`src/rtl/shift_sequencer.sv`:
```
// Frame controller that serialises a captured parallel word through an external
// shift register. Optional trailing even-parity bit is compiled in with SHSEQ_PARITY_EN.
module shift_sequencer #(
   parameter int unsigned N = 4
) (
   input  logic         Clock,
   input  logic         Reset,
   input  logic         Start,
   input  logic         Abort,
   input  logic [N-1:0] Data,
   input  logic         Dir,
   input  logic         Fill,
   input  logic [N-1:0] Q,
   output logic [1:0]   Status,
   output logic         W,
   output logic [N-1:0] I,
   output logic         SerialOut,
   output logic         Busy,
   output logic         Done
);

   localparam int unsigned CW = (N > 1) ? $clog2(N) : 1;

   localparam logic [1:0] ST_HOLD  = 2'd0;
   localparam logic [1:0] ST_LEFT  = 2'd1;
   localparam logic [1:0] ST_RIGHT = 2'd2;
   localparam logic [1:0] ST_LOAD  = 2'd3;

   typedef enum logic [2:0] {
      S_IDLE   = 3'd0,
      S_LOAD   = 3'd1,
      S_SHIFT  = 3'd2,
`ifdef SHSEQ_PARITY_EN
      S_PARITY = 3'd3,
`endif
      S_DONE   = 3'd4
   } state_e;

   state_e          state_q, state_d;
   logic [CW-1:0]   cnt_q, cnt_d;
   logic            dir_q, dir_d;
   logic            fill_q, fill_d;
   logic [N-1:0]    data_q, data_d;
   logic [1:0]      status_q, status_d;
   logic            w_q, w_d;
   logic            busy_q, busy_d;
   logic            done_q, done_d;

   // State, captured frame parameters and registered outputs
   always_ff @(posedge Clock or negedge Reset) begin
      if (!Reset) begin
         state_q  <= S_IDLE;
         cnt_q    <= '0;
         dir_q    <= 1'b0;
         fill_q   <= 1'b0;
         data_q   <= '0;
         status_q <= ST_HOLD;
         w_q      <= 1'b0;
         busy_q   <= 1'b0;
         done_q   <= 1'b0;
      end else begin
         state_q  <= state_d;
         cnt_q    <= cnt_d;
         dir_q    <= dir_d;
         fill_q   <= fill_d;
         data_q   <= data_d;
         status_q <= status_d;
         w_q      <= w_d;
         busy_q   <= busy_d;
         done_q   <= done_d;
      end
   end

   // Next-state and capture logic
   always_comb begin
      state_d = state_q;
      cnt_d   = cnt_q;
      dir_d   = dir_q;
      fill_d  = fill_q;
      data_d  = data_q;
      case (state_q)
         S_IDLE: begin
            if (Start) begin
               state_d = S_LOAD;
               data_d  = Data;
               dir_d   = Dir;
               fill_d  = Fill;
            end
         end
         S_LOAD: begin
            cnt_d   = '0;
            state_d = Abort ? S_IDLE : S_SHIFT;
         end
         S_SHIFT: begin
            if (Abort) begin
               state_d = S_IDLE;
               cnt_d   = '0;
            end else if (cnt_q == CW'(N - 1)) begin
               cnt_d = '0;
`ifdef SHSEQ_PARITY_EN
               state_d = S_PARITY;
`else
               state_d = S_DONE;
`endif
            end else begin
               cnt_d = cnt_q + CW'(1);
            end
         end
`ifdef SHSEQ_PARITY_EN
         S_PARITY: state_d = Abort ? S_IDLE : S_DONE;
`endif
         S_DONE:   state_d = S_IDLE;
         default:  state_d = S_IDLE;
      endcase
   end

   // Output decode from the upcoming state so the pins are registered
   always_comb begin
      status_d = ST_HOLD;
      w_d      = 1'b0;
      busy_d   = 1'b0;
      done_d   = 1'b0;
      case (state_d)
         S_LOAD: begin
            status_d = ST_LOAD;
            busy_d   = 1'b1;
         end
         S_SHIFT: begin
            status_d = dir_d ? ST_RIGHT : ST_LEFT;
            w_d      = fill_d;
            busy_d   = 1'b1;
         end
`ifdef SHSEQ_PARITY_EN
         S_PARITY: busy_d = 1'b1;
`endif
         S_DONE:   done_d = 1'b1;
         default:  ;
      endcase
   end

   // Outgoing bit: register edge bit while shifting, parity bit afterwards
   always_comb begin
      SerialOut = 1'b0;
      case (state_q)
         S_SHIFT:  SerialOut = dir_q ? Q[0] : Q[N-1];
`ifdef SHSEQ_PARITY_EN
         S_PARITY: SerialOut = ^data_q;
`endif
         default:  SerialOut = 1'b0;
      endcase
   end

   assign Status = status_q;
   assign W      = w_q;
   assign I      = data_q;
   assign Busy   = busy_q;
   assign Done   = done_q;

endmodule

```
`config.mk`:
```
export PLATFORM = sky130hd
export DESIGN_NAME = shift_sequencer
export DESIGN_NICKNAME = d
export VERILOG_FILES = /design/src/rtl/shift_sequencer.sv
export SDC_FILE = /design/constraint.sdc
export NUM_CORES = 1
export LEC_CHECK = 0
export CAP_MARGIN = 15
export CELL_PAD_IN_SITES_DETAIL_PLACEMENT = 1
export CELL_PAD_IN_SITES_GLOBAL_PLACEMENT = 1
export CORE_MARGIN = 4
export CORE_UTILIZATION = 32
export DETAILED_ROUTE_END_ITERATION = 8
export PLACE_DENSITY = 0.87
export SETUP_SLACK_MARGIN = 0.1
export SLEW_MARGIN = 20
export SYNTH_ARGS = -nofsm -noshare
export SYNTH_HDL_FRONTEND = slang
export SYNTH_SLANG_ARGS = --single-unit
```
`constraint.sdc`:
```
create_clock -name Clock -period 1.6 [get_ports Clock]
set_input_delay 0.24 -clock Clock [delete_from_list [all_inputs] [get_ports Clock]]
set_output_delay 0.24 -clock Clock [all_outputs]
set_load 0.05 [all_outputs]
```
==> results.cfg, run 1 <==
[outcome]
status = completed

[critical_path]
cp_cell_sequence = mux2i_1 > nor4b_4 > buf_12
cp_num_buf_inv = 1
cp-startpoint = dir_q
cpMaxStageDelayCell = dfrtp_1
startpoint_type = register
r2r_start = state_q[1]
cp.required_ns = 1.36
crit_family = flip-flops
slowest_delay_ns = 0.41
crit_fanout = 2
cp-end-kind = output port
critical_path_class = reg -> out
arrival_ns = 1.30
ff2ff_setup_slack_ns = 0.13

[grt]
grt_pass1_wl_um = 2360
antenna_found_initial = 0
grt_pass1_vias = 546
grt-ovfl-total = 0
grt_util_all_layers_pct = 11.9
grt_start_max_net_pins = 17

[clocking]
clkTransAtPathRegs_ns = 0.10
cts_root_buf = clkbuf_4
clock_path_buffers = 2
cts_buffers = 3
cts_htree_levels = 1
clock_latency_ns = 0.28
cts_hold_buf = 0
cts_sinks = 16
cts_tree = built

[die]
start_util_pct = 33.4
rows = 16
die_h_um = 53.0
dieArea_mm2 = 0.00281
die_w_um = 53.0
io_pins = 24
core_area_mm2 = 0.00194

[logic_synthesis]
muxShareOfSynthArea_pct = 10.8
synth_top_cell_area_share_pct = 61.8
synth_compound_area_share_pct = 6.76
synth_xor_area_share_pct = 0
syn_area_per_cell_um2 = 13.0
synth_fa_ha_area_share_pct = 1.93
yosysTopAreaCell = dfrtp_1
ys_ff_latch = 16
ys_types = 20
synth_area_leaders = dfrtp_1, mux2_2, o21ai_0
ys_seq_area_share_pct = 61.8
yosysWarnings = 0
syn_area_um2 = 648
synth_top_family_by_area = simple AND/OR/NAND/NOR gates
syn_inst = 50
synthesis.nets = 65
synth-simple-area-share_pct = 15.3

[power_and_ir_drop]
switching_share_pct = 34.5
ir_drop_mv = 0.499
powerDensity_mw_per_mm2 = 1200
p_int_uw = 804
p_switching_uw = 423
power.share.sequential_pct = 41.0
p_leak_uw = 0.000499
power.share.clock_pct = 21.8
combPwrFrac_pct = 37.1

[detailed_routing]
highest_layer = met4
vias_per_cell = 4.51
wl_met2_um = 845
wl_um = 1560
vias = 514
wl_met3_um = 74
antenna_left = 0
wl_per_cell_um = 13.7
drtIter0Drc = 2
m1WireLength_um = 617
first_pass_iters = 4
drcViolationCount = 0

[sta]
period_share_pct = 96.5
clock_skew_ns = 0.00357
tightest_slew_ns = 0.314
setup-violations-final = 0
hold_viol = 0
rsz0062_at_grt = yes
drv_slew = 0
min_period_ns = 1.54
max_freq_mhz = 647
slew_headroom_pct = 78.9

[place]
hpwl_um = 1060
portBuffers = 21
gp_congestion = 0.739
place_area_um2 = 921

[cells_and_area]
fin_area_mm2 = 0.00102
fin_util_pct = 52.8
fin_nets = 103
diodes = 0
areaGrowthSynthToFinish_pct = 58.1
drive_above_1_share_pct = 44.8

[min_path]
hold_class = in -> async

[job]
maxCapViolations = 0
==> worst paths after layout <==
check | endpoint | cells past startpoint
worst max-delay path | SerialOut | 3
worst min-delay path | Status[1] | 2
worst max register to register | W | 5
worst min register to register | fill_q | 1
max in group asynchronous | state_q[1] | 2
min in group Clock | fill_q | 1
==> worst register-to-register path: stages, from the launching register on <==
cell and delay (ns):
dfrtp_2 0.44, nor2_2 0.13, nand3b_1 0.18, inv_2 0.16
mux2_4 0.32, and2b_1 0.15
==> metrics by stage <==
| step | setup TNS, ns | worst slack [ns] | cells | total power, uW | hold slack (ns) |
|---|---|---|---|---|---|
| 2_1_floorplan | 0 | 0.130 | 50 | 766 | -0.0556 |
| 3_3_place_gp | 0 | 0.0112 | 102 | 905 | 0.475 |
| 3_5_place_dp | 0 | 0.00969 | 102 | 920 | 0.479 |
| 4_1_cts | 0 | 0.0405 | 108 | 1210 | 0.265 |
| 5_1_grt | -0.0262 | -0.0262 | 114 | 1300 | 0.278 |
| 6_report | 0 | 0.0555 | 114 | 1230 | 0.273 |
==> what timing repair did <==
action / 4_1_cts / 5_1_grt
gates resized for setup: 1 / 3
endpoints found under the setup margin: 4 / 10
pin swaps: 1 / 1
cloned: 0 / 0
hold endpoints to repair: 0 / 0
setup buffers: 2 / 6
==> cells in the final DEF (no fill, tap or decap), drive strengths merged, types with 2 or more instances in the layout <==
| cell type | netlist | final |
|---|---|---|
| buf | 1 | 23 |
| nor3b | 3 | 3 |
| nand2 | 3 | 3 |
| o21ai | 7 | 7 |
| clkbuf | 0 | 4 |
| clkdlybuf4s50 | 0 | 11 |
| mux2 | 5 | 5 |
| inv | 3 | 3 |
| nor2 | 2 | 2 |
| and2b | 2 | 2 |
| dfrtp | 16 | 16 |
==> kinds of logic (layout without fill, tap and decap cells) <==
| kind of cell | count (synthesis) | count (layout) |
|---|---|---|
| multiplexers | 6 | 6 |
| AND/OR/NAND/NOR | 15 | 15 |
| flip-flops | 16 | 16 |
| buffers and inverters | 4 | 41 |
| adder cells (fa/ha/maj) | 1 | 1 |
| AO/OA/AOI/OAI | 8 | 8 |
==> sequential cells by signal (all words and copies together), names as in the netlist <==
| register | flops |
|---|---|
| I | 4 |
| state_q | 3 |
| Status | 2 |
| cnt_q | 2 |
| Busy | 1 |
| Done | 1 |
| W | 1 |
| dir_q | 1 |
| fill_q | 1 |
==> layout make-up <==
| type | instances | area [um2] |
|---|---|---|
| inverter | 3 | 11.3 |
| multi-input combinational | 30 | 243 |
| clock buffer | 4 | 36.3 |
| timing repair buffer | 34 | 299 |
| sequential | 16 | 402 |
| tap | 27 | 33.8 |
| fill | 229 | 917 |
==> power by group through the flow <==
stage / combinational [uW] / sequential [uW] / clock (uW)
2_1_floorplan: 115 / 651 / 0
3_5_place_dp: 407 / 513 / 0
6_report: 456 / 503 / 268
5_1_grt: 484 / 512 / 301
3_3_place_gp: 397 / 508 / 0
4_1_cts: 425 / 504 / 279
==> routing by layer <==
layer | GRT usage [%] | up-vias
met1 | 13.1 | 251
met5 | 0 | -
li1 | - | 246
met4 | 10.2 | 0
met3 | 1.97 | 2
met2 | 19.6 | 15
==> cell usage after synthesis, drive strengths merged <==
cell    instances
a21o            1
and2b           2
buf             1
dfrtp          16
ha              1
inv             3
mux2            5
mux2i           1
nand2           3
nand2b          1
nand3b          1
nor2            2
nor3b           3
nor4b           1
o21ai           7
or3b            1
or4             1
(Power assumes the default switching activity.)
==> run 2, diff against run 1 <==
Settings changed: GPL_ROUTABILITY_DRIVEN from default to 0, GPL_TIMING_DRIVEN from default to 0.
==> results.cfg, run 2 (same netlist as run 1, synthesis figures left out) <==
[clocking]
cts_root_buf = clkbuf_4
cts_hold_buf = 0
clock_latency_ns = 0.29
clkTransAtPathRegs_ns = 0.10
cts_tree = built
clock_path_buffers = 2
cts_htree_levels = 1
cts_sinks = 16
cts_buffers = 3

[cells_and_area]
largest_register_ffs = 4
diodes = 0
final_common_cell = dfrtp_1
seq_area_um2 = 403
fin_nets = 97
layout_common_cells = dfrtp_1, clkdlybuf4s50_1, dlygate4sd2_1
n_fill_cell = 215
areaGrowthSynthToFinish_pct = 54.4
multi_input_area_um2 = 248
stdcell_count = 108
drive_above_1_share_pct = 30.9

[critical_path]
cp-end-kind = output port
critical_path_class = reg -> out
r2r_cells = 6
crit_fanout = 3
startpoint_type = register
cp.required_ns = 1.36
arrival_ns = 1.30

[grt]
grt-ovfl-total = 0
grt_pass1_vias = 559
grt_start_max_net_pins = 17
grt_util_all_layers_pct = 12.3
grt_pass1_wl_um = 2470
antenna_found_initial = 0

[power_and_ir_drop]
power.total_uw = 1190
powerDensity_mw_per_mm2 = 1190
ir_drop_mv = 0.690
p_leak_uw = 0.000482

[place]
portBuffers = 21
placedCellCount = 98
hpwl_um = 1040

[die]
rows = 16
io_pins = 24
die_w_um = 53.0
die_h_um = 53.0
core_area_mm2 = 0.00194
start_util_pct = 33.4
dieArea_mm2 = 0.00281

[sta]
rsz0062_at_grt = yes
setup-violations-final = 0
min_period_ns = 1.54
hold_viol = 0
tightest_slew_ns = 0.707
period_share_pct = 96.1
slew_headroom_pct = 52.7
drv_slew = 0
max_freq_mhz = 651
clock_skew_ns = 0.00633

[detailed_routing]
drcViolationCount = 0
wl_per_cell_um = 13.7
first_pass_iters = 2
vias_per_cell = 4.56
antenna_left = 0
drtIter0Drc = 2
wl_um = 1480
vias = 492

[job]
maxCapViolations = 0

[outcome]
status = completed

[min_path]
hold_class = in -> async
run 2: cell types whose count changed in the layout (fill, tap and decap cells not counted):
cell / previous run / this run
dlygate4sd2_1: 0 / 9
nor2_2: 1 / 0
buf_6: 1 / 2
nor2_4: 0 / 1
buf_4: 21 / 5
dfrtp_1: 15 / 14
dfrtp_2: 1 / 2
run 2: cell type report:
cell class,count,area share (%)
Clock buffer,4,3.62
Tap cell,27,3.38
Sequential cell,16,40.2
Buffer,1,1.13
Inverter,3,1.13
Multi-Input combinational cell,30,24.8
Timing Repair Buffer,27,25.7
run 2: path summary, 6_finish.rpt:
| kind | start | to | slack, ns |
|---|---|---|---|
| worst max-delay path | dir_q | SerialOut | 0.06 |
| worst min-delay path | Reset | Done | 0.37 |
| worst max register to register | state_q[0] | W | 0.15 |
| worst min register to register | fill_q | fill_q | 0.50 |
| max in group asynchronous | Reset | state_q[2] | 0.75 |
| min in group Clock | fill_q | fill_q | 0.50 |
run 2: stage by stage:
| stage | worst slack [ns] | cell area [um2] | TNS [ns] | utilization (%) | hold WS [ns] |
|---|---|---|---|---|---|
| 6_report | 0.0629 | 1000 | 0 | 51.5 | 0.367 |
| 5_1_grt | -0.00481 | 1000 | -0.00481 | 51.5 | 0.420 |
| 4_1_cts | 0.0237 | 983 | 0 | 50.6 | 0.393 |
| 3_5_place_dp | -0.526 | 907 | -0.592 | 46.7 | 0.477 |
| 3_3_place_gp | -0.476 | 907 | -0.493 | 46.7 | 0.475 |
| 2_1_floorplan | 0.130 | 663 | 0 | - | -0.0556 |
run 2: timing repair:
item	4_1_cts	5_1_grt
gates cloned	0	0
setup endpoints to repair	16	7
resized for setup	18	3
hold endpoints to repair	0	0
pin swaps	1	2
buffers inserted	4	2
run 2: critical path, cell delays in order, from the launching register on:
cell	delay, ns
dfrtp_1	0.42
mux2i_1	0.17
nor4b_4	0.23
buf_6	0.19
run 2: power breakdown:
| part | internal [uW] | switching [uW] | total, uW |
|---|---|---|---|
| Sequential | 469 | 33.7 | 502 |
| Clock | 138 | 134 | 272 |
| Combinational | 168 | 251 | 419 |
run 2: metal layers:
| metal | wire length (um) | part of all wire (%) | GRT usage [%] | vias to the layer above |
|---|---|---|---|---|
| li1 | - | - | - | 234 |
| met1 | 631 | 43 | 13.5 | 241 |
| met2 | 753 | 51 | 21.5 | 15 |
| met5 | 0 | 0 | 0 | - |
| met3 | 63 | 4.3 | 1.41 | 2 |
| met4 | 27 | 1.8 | 8.94 | 0 |
==> run 3, diff against run 2 <==
--- a/config.mk
+++ b/config.mk
@@ -14,4 +14,5 @@
 export GPL_ROUTABILITY_DRIVEN = 0
 export GPL_TIMING_DRIVEN = 0
+export HOLD_SLACK_MARGIN = 0.1
 export PLACE_DENSITY = 0.87
 export SETUP_SLACK_MARGIN = 0.1
==> constraint.sdc (replaced) <==
create_clock -name Clock -period 1.6 [get_ports Clock]
set_input_delay 0.32 -clock Clock [delete_from_list [all_inputs] [get_ports Clock]]
set_output_delay 0.32 -clock Clock [all_outputs]
set_load 0.05 [all_outputs]
==> results.cfg, run 3 (same netlist as run 1, synthesis figures left out) <==
[die]
rows = 16
start_util_pct = 33.4
die_h_um = 53.0
die_w_um = 53.0
core_area_mm2 = 0.00194
dieArea_mm2 = 0.00281
io_pins = 24

[critical_path]
critical_path_class = in -> out
cp.required_ns = 1.28
startpoint_type = primary input
crit_fanout = 1
arrival_ns = 1.32
cp-end-kind = output port
r2r_cells = 6

[sta]
min_period_ns = 1.64
tightest_slew_ns = 0.707
hold_viol = 0
setup_ws_ns = -0.0390
max_freq_mhz = 610
rsz0062_at_grt = yes
period_share_pct = 102
clock_skew_ns = 0.00633
setup_tns_ns = -0.0390
drv_slew = 0
slew_headroom_pct = 52.7
setup-violations-final = 1

[outcome]
status = finished, violations left
failed_checks = negative setup slack

[cells_and_area]
areaGrowthSynthToFinish_pct = 55.0
fin_nets = 97
stdcell_count = 108
fin_area_mm2 = 0.00100
drive_above_1_share_pct = 32.1
fin_util_pct = 51.7
diodes = 0
layout_common_cells = dfrtp_1, clkdlybuf4s50_1, o21ai_0, clkdlybuf4s15_1, buf_4
largest_register_ffs = 4
final_common_cell = dfrtp_1

[min_path]
hold_class = in -> async

[job]
maxCapViolations = 0

[detailed_routing]
wl_um = 1470
vias_per_cell = 4.56
drtIter0Drc = 2
antenna_left = 0
drcViolationCount = 0
wl_per_cell_um = 13.6
first_pass_iters = 2
vias = 492

[grt]
antenna_found_initial = 0
grt_pass1_vias = 559
grt_util_all_layers_pct = 12.3
grt_pass1_wl_um = 2470
grt-ovfl-total = 0
grt_start_max_net_pins = 17

[clocking]
cts_tree = built
cts_htree_levels = 1
cts_sinks = 16
cts_buffers = 3
clock_latency_ns = 0.29
cts_root_buf = clkbuf_4
clock_path_buffers = 2
cts_hold_buf = 0
clkTransAtPathRegs_ns = 0.10

[place]
hpwl_um = 1040
portBuffers = 21
dpl_worst_slack_ns = -0.686
placedCellCount = 98
place_area_um2 = 907

[power_and_ir_drop]
ir_drop_mv = 0.687
p_leak_uw = 0.000472
powerDensity_mw_per_mm2 = 1190
==> run 3: repair_timing <==
item	4_1_cts	5_1_grt
pin swaps	1	2
endpoints found under the hold margin	0	0
resized for setup	19	10
endpoints found under the setup margin	16	14
setup buffers	4	2
==> run 3: report_power, final <==
| group | internal (uW) | switching [uW] | leakage (uW) |
|---|---|---|---|
| clock | 138 | 134 | 0.0000210 |
| sequential | 469 | 35.3 | 0.000199 |
| combinational | 173 | 251 | 0.000252 |
==> run 3: metrics by stage <==
stage | hold WS, ns | power [uW]
CTS | 0.473 | 1190
detailed placement | 0.477 | 916
floorplan | 0.0244 | 766
global placement | 0.475 | 903
finish | 0.447 | 1200
global route | 0.500 | 1260
==> run 3: final timing paths <==
check                            from    endpoint  slack (ns)
max in group asynchronous       Reset  state_q[2]        0.67
max                              Q[0]   SerialOut       -0.04
min reg2reg                    fill_q      fill_q        0.50
max reg2reg                state_q[0]           W        0.15
min                             Reset        Done        0.45
min in group Clock             fill_q      fill_q        0.50
==> run 3: layout make-up <==
class,count,area [um2]
inverters,3,11.3
flip-flops and latches,16,403
clock buffers,4,36.3
repair buffers,27,262
plain buffers,1,11.3
fillers,213,937
well taps,27,33.8
multi-input cells,30,248
==> run 3: metal layers <==
layer	vias to the layer above	global-route usage (%)	share of wire, %
met2	15	21.5	51
met1	241	13.5	42
met4	0	8.94	1.8
li1	234	-	-
met3	2	1.41	4.5
met5	-	0	0
==> run 3: worst max-delay path, stage by stage <==
cell	delay, ns
clkdlybuf4s50_1	0.47
mux2i_1	0.11
nor4b_4	0.23
buf_6	0.19
